**config.mk**
```make
export PLATFORM = sky130hd
export DESIGN_NAME = unidade_controle_ir
export DESIGN_NICKNAME = d
export VERILOG_FILES = /design/src/rtl/proc_pkg.sv /design/src/rtl/dec3to8.sv /design/src/rtl/unidade_controle_ir.sv
export SDC_FILE = /design/constraint.sdc
export NUM_CORES = 1
export LEC_CHECK = 0
export CORE_UTILIZATION = 30
export DETAILED_ROUTE_END_ITERATION = 16
export DONT_BUFFER_PORTS = 1
export GPL_TIMING_DRIVEN = 0
export PLACE_DENSITY_LB_ADDON = 0.25
export SYNTH_ARGS = -nofsm -noshare
export SYNTH_HDL_FRONTEND = slang
export SYNTH_HIERARCHICAL = 1
export SYNTH_SLANG_ARGS = --single-unit
export TNS_END_PERCENT = 50
```
**constraint.sdc**
```tcl
create_clock -name Clock -period 2.63 [get_ports Clock]
set_clock_uncertainty 0.2 [all_clocks]
set_input_delay 0.526 -clock Clock [delete_from_list [all_inputs] [get_ports Clock]]
set_output_delay 0.526 -clock Clock [all_outputs]
set_load 0.02 [all_outputs]
```
**src/rtl/proc_pkg.sv**
```systemverilog
// Shared definitions for the multicycle processor: opcodes, time steps, ALU codes, IR fields.
package proc_pkg;

  typedef enum logic [1:0] {
    T0 = 2'b00,
    T1 = 2'b01,
    T2 = 2'b10,
    T3 = 2'b11
  } step_t;

  localparam logic [3:0] OP_MV   = 4'b0000;
  localparam logic [3:0] OP_MVI  = 4'b0001;
  localparam logic [3:0] OP_ADD  = 4'b0010;
  localparam logic [3:0] OP_SUB  = 4'b0011;
  localparam logic [3:0] OP_AND  = 4'b0100;
  localparam logic [3:0] OP_SLT  = 4'b0101;
  localparam logic [3:0] OP_SLL  = 4'b0110;
  localparam logic [3:0] OP_SRL  = 4'b0111;
  localparam logic [3:0] OP_MVNZ = 4'b1000;

  localparam logic [2:0] ALU_NONE = 3'b000;
  localparam logic [2:0] ALU_ADD  = 3'b010;
  localparam logic [2:0] ALU_SUB  = 3'b011;
  localparam logic [2:0] ALU_AND  = 3'b100;
  localparam logic [2:0] ALU_SLT  = 3'b101;
  localparam logic [2:0] ALU_SLL  = 3'b110;
  localparam logic [2:0] ALU_SRL  = 3'b111;

  localparam int IR_OP_MSB = 9;
  localparam int IR_OP_LSB = 6;
  localparam int IR_X_MSB  = 5;
  localparam int IR_X_LSB  = 3;
  localparam int IR_Y_MSB  = 2;
  localparam int IR_Y_LSB  = 0;

endpackage

```
**src/rtl/dec3to8.sv**
```systemverilog
// 3-bit register index to one-hot select, gated by an enable.
module dec3to8 #(
  parameter int NREG = 8
) (
  input  logic            i_en,
  input  logic [2:0]      i_sel,
  output logic [NREG-1:0] o_onehot
);

  assign o_onehot = i_en ? (NREG'(1) << i_sel) : '0;

endmodule

```
**src/rtl/unidade_controle_ir.sv**
```systemverilog
// Control unit sequencing T0..T3 from the instruction register.
// Optional macro ILLEGAL_OP_TRAP_EN: illegal opcodes set a sticky Err and park the FSM until reset.
module unidade_controle_ir
  import proc_pkg::*;
#(
  parameter int NREG = 8,
  parameter int IRW  = 10
) (
  input  logic            Clock,
  input  logic            Resetn,
  input  logic            Run,
  input  logic [IRW-1:0]  IR,
  input  logic            Gz,
  output logic            IRin,
  output logic [NREG-1:0] Rin,
  output logic [NREG-1:0] Rout,
  output logic            Ain,
  output logic            Gin,
  output logic            Gout,
  output logic            DINout,
  output logic [2:0]      AluOp,
  output logic            Done,
  output logic [1:0]      Step,
  output logic            Err
);

  step_t      r_step;
  step_t      w_next;
  logic [3:0] w_op;
  logic [2:0] w_x;
  logic [2:0] w_y;
  logic [2:0] w_rout_sel;
  logic       w_rin_en;
  logic       w_rout_en;
  logic       w_rout_sel_x;
  logic       w_parked;
  logic       w_set_err;

  assign w_op       = IR[IR_OP_MSB:IR_OP_LSB];
  assign w_x        = IR[IR_X_MSB:IR_X_LSB];
  assign w_y        = IR[IR_Y_MSB:IR_Y_LSB];
  assign w_rout_sel = w_rout_sel_x ? w_x : w_y;

  dec3to8 #(.NREG(NREG)) u_dec_rin (
    .i_en     (w_rin_en),
    .i_sel    (w_x),
    .o_onehot (Rin)
  );

  dec3to8 #(.NREG(NREG)) u_dec_rout (
    .i_en     (w_rout_en),
    .i_sel    (w_rout_sel),
    .o_onehot (Rout)
  );

  always_ff @(posedge Clock) begin
    if (!Resetn) r_step <= T0;
    else         r_step <= w_next;
  end

`ifdef ILLEGAL_OP_TRAP_EN
  logic r_err;

  always_ff @(posedge Clock) begin
    if (!Resetn)        r_err <= 1'b0;
    else if (w_set_err) r_err <= 1'b1;
  end

  assign w_parked = r_err;
  assign Err      = r_err;
`else
  assign w_parked = 1'b0;
  assign Err      = 1'b0;
`endif

  always_comb begin
    w_next       = r_step;
    w_set_err    = 1'b0;
    w_rin_en     = 1'b0;
    w_rout_en    = 1'b0;
    w_rout_sel_x = 1'b0;
    IRin         = 1'b0;
    Ain          = 1'b0;
    Gin          = 1'b0;
    Gout         = 1'b0;
    DINout       = 1'b0;
    AluOp        = ALU_NONE;
    Done         = 1'b0;
    case (r_step)
      T0: begin
        // A trapped illegal opcode blocks new fetches until reset.
        if (!w_parked) begin
          IRin = Run;
          if (Run) w_next = T1;
        end
      end
      T1: begin
        w_next = T0;
        case (w_op)
          OP_MV: begin
            w_rout_en = 1'b1;
            w_rin_en  = 1'b1;
            Done      = 1'b1;
          end
          OP_MVI: begin
            DINout   = 1'b1;
            w_rin_en = 1'b1;
            Done     = 1'b1;
          end
          OP_MVNZ: begin
            w_rout_en = !Gz;
            w_rin_en  = !Gz;
            Done      = 1'b1;
          end
          OP_ADD, OP_SUB, OP_AND, OP_SLT, OP_SLL, OP_SRL: begin
            w_rout_en    = 1'b1;
            w_rout_sel_x = 1'b1;
            Ain          = 1'b1;
            w_next       = T2;
          end
          default: begin
`ifdef ILLEGAL_OP_TRAP_EN
            w_set_err = 1'b1;
`else
            Done = 1'b1;
`endif
          end
        endcase
      end
      T2: begin
        w_rout_en = 1'b1;
        Gin       = 1'b1;
        AluOp     = w_op[2:0];
        w_next    = T3;
      end
      T3: begin
        Gout     = 1'b1;
        w_rin_en = 1'b1;
        Done     = 1'b1;
        w_next   = T0;
      end
      default: w_next = T0;
    endcase
  end

  assign Step = r_step;

endmodule
```
# ---- After elaboration in Yosys (flattened, before gate mapping)
# Cells that the tools add are included.
dict set report totals {
  regBits 2
  wordCells 41
  in_bits 14
}
dict set report classes {
  n_shift 2
  n_mux 20
  eq_ne 12
  n_reduce_logical 6
}
# operator n
set op_table {}
lappend op_table {{$eq A4 B3 Y1 const B} 4}
lappend op_table {{$mux W8} 2}
lappend op_table {{$shl A1 B3 Y8 const A} 2}
lappend op_table {{$pmux W1 S2} 5}
lappend op_table {{$eq A4 B2 Y1 const B} 2}
lappend op_table {{$mux W1} 8}
lappend op_table {{$pmux W2 S4} 1}
lappend op_table {{$reduce_or A7 Y1} 1}
lappend op_table {{$mux W3} 2}
lappend op_table {{$reduce_or A6 Y1} 1}
lappend op_table {{$eq A2 B2 Y1 const B} 2}
lappend op_table {{$eq A4 B1 Y1 const B} 1}
lappend op_table {{$eq A4 B4 Y1 const B} 1}
lappend op_table {{$logic_not A4 Y1} 1}
lappend op_table {{$mux W2} 2}
lappend op_table {{$eq A2 B1 Y1 const B} 1}
lappend op_table {{$logic_not A2 Y1} 1}
lappend op_table {{$ne A2 B2 Y1 const B} 1}
lappend op_table {{$reduce_or A2 Y1} 1}
lappend op_table {{$logic_not A1 Y1} 1}

# ---- Logic depth before layout (Yosys ltp)
dict set report logic_depth {
  depth_word 7
  mapped_depth 6
  depth_no_buf 6
}

# ---- Hierarchy
# Netlist, hierarchy kept.
# mod instances area_per_inst_um2 cells_each
set by_module_without_submodules {}
lappend by_module_without_submodules {unidade_controle_ir 1 346.6 38}
lappend by_module_without_submodules {dec3to8 2 95.1 8}

# ---- Worst setup path before layout
# No wires, ideal clock.
dict set report synth_timing {
  kind {register to output}
  from {reg r_step[0], in the netlist Step[0]}
  to {out Rout[0]}
  arrival_ns 1.936
  n_path_buf 0
  stages_incl_launch_ff 6
  required_time_ns 1.904
  path_slack_ns -0.032
  path_cell_list {dfxtp_1 > ha_1 > nand2b_4 > nor2_4 > mux2_4 > nor4b_2}
}
dict set report synth_between {
  elab_chain_cells 5
  elab_cells_between_ends 7
  cone_classes {eq/ne: 2; shift: 1; mux: 4}
}
# element line
set synth_lines {}
lappend synth_lines {{start: declaration} unidade_controle_ir.sv:27} ;# step_t r_step;
lappend synth_lines {{start signal: assignment} unidade_controle_ir.sv:58} ;# else r_step <= w_next;
lappend synth_lines {{$eq A2 B1 Y1} --}
lappend synth_lines {{$mux W1} --}
lappend synth_lines {{named net Ain} unidade_controle_ir.sv:17} ;# output logic Ain,
lappend synth_lines {{$mux W3} unidade_controle_ir.sv:42} ;# assign w_rout_sel = w_rout_sel_x ? w_x : w_y;
lappend synth_lines {{named net w_rout_sel[2]} unidade_controle_ir.sv:32} ;# logic [2:0] w_rout_sel;
lappend synth_lines {{$shl A1 B3 Y8} dec3to8.sv:10} ;# assign o_onehot = i_en ? (NREG'(1) << i_sel) : '0;
lappend synth_lines {{$mux W8} dec3to8.sv:10}
lappend synth_lines {{end: declaration} unidade_controle_ir.sv:16} ;# output logic [NREG-1:0] Rout,
# The timed path passes the listed nets, and every way through them passes these cells.

==> results by group <==
Place
  – Hpwl dp: around 850 µm
  – DP Cell Count: between 70 and 80
  – Placed inst area: around 580 µm²
  – RD Place Congestion: roughly 0.7
  – # port buffers: 0

Worst setup path
  – Crit path kind: flip-flop to primary output
  – Crit end category: primary output
  – Max incr delay on CP: 0.43 ns
  – Crit Path Max Fanout: 8
  – Arrival time worst endpoint: around 1.9 ns
  – Crit path required time: approximately 1.9 ns
  – Worst-path cell chain: inv_4, ha_4, nand2b_4, nor2_4, mux2_4, nor4b_4
  – Stages on worst setup path: 6
  – Worst path top cell family by delay: simple AND/OR/NAND/NOR gates
  – R2r setup slk: between 0.9 and 1 ns
  – Crit path buf inv count: 1
  – Worst reg2reg path depth: 6
  – Worst setup SP type: flip-flop
  – CP max-delay cell: nor4b_4

Yosys
  – Synth Instances: 54
  – Syn Nets: 73
  – Synth area leaders: ha_1, and4bb_1, and4b_2
  – Main synth FF type: dfxtp_1
  – Post-synthesis cell type count: 27
  – Post-synth top area share: between 10% and 20%
  – Avg Cell Area, Syn: 9.94 µm²
  – Flops & latches, synth: 2
  – Sequential share of the synthesized area: under 10%
  – Syn Std Cell Area: approximately 540 µm²
  – Post-synth EDFFs: 0
  – Area leader, netlist: ha_1
  – Ys async rst share: 0%
  – Syn. warnings: 6

Floorplan
  – I/O pin cnt: 42
  – Std-Cell Rows: 14
  – Initial Util: 33.7%
  – Die area: slightly below 0.002 mm²
  – Core box area: around 0.0016 mm²
  – Die Ht: ~44 µm
  – Die Width: 44.3 µm

GRT
  – Gr usage total: between 10% and 20%
  – Vias in the first global route: 380
  – First-pass GRT wire length: approximately 1800 µm
  – Initial antenna violation count: 0
  – Gr ovfl total: 0
  – Largest net degree at the start of global routing: 10

Routing
  – Via density: roughly 5.4
  – WL per Instance: around 14 µm
  – Via Count: approximately 450
  – Antenna-violating nets left: 0
  – # DRC: 0
  – DR pass1 iterations: 2
  – DRC marker count from the first detailed-route iteration: 3
  – WL final: roughly 1200 µm

Layout
  – Commonest cells after routing, fill and taps aside: and4b_2, and4bb_2
  – Final nets: 80
  – Post-Layout Cell Count: 83
  – Layout area overhead: 23.5%
  – Commonest non-fill, non-tap cell in the layout: and4b_2
  – Post-route cell area: about 660 µm²
  – Layout cell share with drive strength beyond 1: between 50% and 60%
  – ANT cells: 0

Power and ir drop
  – Pwr dens: 287 mW/mm²
  – P_leak: ~0.00027 µW
  – VDD IR max: between 0.0002 and 0.00025 V

Run status
  – Outcome: finished with violations
  – Failing checks: negative setup slack

Timing
  – Period Utilization, post-route: 101%
  – Setup WS post-layout: -0.0158 ns
  – RSZ-0062 raised after global routing: yes
  – Max Fclk: 378 MHz
  – Final period demand of the worst path: 2.65 ns
  – Final Hold Vio Count: 0
  – Max Slew Vio Count: 0
  – Final setup fails: 1

Clock network
  – Depth of the CTS H-tree: 1
  – CTS buffer count: 3
  – Clock transition at path regs: roughly 0.030 ns
  – Clock sink total: 2
  – CTS tree: built
  – Post-CTS Hold Buffers: 0
  – Clock Latency Late Sink: ~0.22 ns
  – Root buffer cell: clkbuf_4
  – CTS max path bufs: 2

Min path
  – Hold WC Path Type: primary input to flip-flop
  – Worst hold stages: 1

Run
  – Max Cap Viol: 0
-- per-stage QoR --
step	total power, µW	hold WS (ns)	setup TNS, ns	util (%)	worst slack, ns
after floorplan	106	0.444	0	-	0.0758
after global placement	115	0.460	-0.115	36.1	-0.0543
after detailed placement	116	0.453	-0.194	36.1	-0.0640
after CTS	191	0.221	-0.0677	40.3	-0.0488
after global routing	204	0.223	-0.152	41.6	-0.0817
final	190	0.227	-0.0158	41.6	-0.0158
-- final timing paths --
check	startpoint	end
worst max-delay path	flip-flop	Rout[0]
worst min-delay path	Resetn	flip-flop
worst min register to register	Step[0]	Step[0]
worst max register to register	flip-flop	Step[0]
-- layout make-up --
class | count | area [µm²]
fill | 152 | 931
tap | 24 | 30.0
inverter | 2 | 10.0
clock buffer | 3 | 22.5
timing repair buffer | 2 | 15.0
buffer | 1 | 7.51
sequential | 2 | 47.5
multi-input combinational | 49 | 531
-- per-layer routing --
metal / wire, µm / global-route usage, % / vias up / part of all wire, %
li1: - / - / 226 / -
met1: 551 / 17.6 / 198 / 47
met3: 68 / 3.27 / 0 / 5.8
met5: 0 / 0 / - / 0
met2: 546 / 17.1 / 23 / 47
met4: 0 / 3.64 / 0 / 0
-- cell usage after synthesis (2+ instances only) --
| master | instances |
|---|---|
| ha_1 | 5 |
| and4b_2 | 4 |
| and4bb_1 | 4 |
| and2_1 | 3 |
| and4bb_2 | 3 |
| mux2_4 | 3 |
| nand2b_1 | 3 |
| a21oi_1 | 2 |
| and4_2 | 2 |
| and4b_1 | 2 |
| dfxtp_1 | 2 |
| inv_1 | 2 |
| nor2_4 | 2 |
| nor2b_1 | 2 |
| nor4b_2 | 2 |
| o21ai_0 | 2 |
-- logic make-up (layout without fill, tap and decap cells) --
| logic type | after synthesis | count (layout) | share of synthesized area (%) |
|---|---|---|---|
| fa+ha+maj | 5 | 5 | 11.7 |
| compound gates | 8 | 8 | 10.0 |
| mux | 3 | 3 | 8.39 |
| other cells | 1 | 1 | 0.699 |
| simple gates | 32 | 32 | 59.0 |
| buf+inv | 3 | 8 | 2.80 |
| flops | 2 | 2 | 7.46 |
-- where the power goes --
group	switching [µW]	internal, µW	leakage [µW]
clock network	14.6	50.1	0.0000138
registers	7.92	33.0	0.0000178
logic	45.1	39.3	0.000239
total	67.7	122	0.000271
-- timing repair --
action,CTS,global route
buffers inserted,2,0
hold endpoints to repair,0,0
pin swaps,4,3
setup endpoints to repair,16,9
resized for setup,12,4
cloned,0,0
Note: power is estimated with default switching activity, not from simulation.
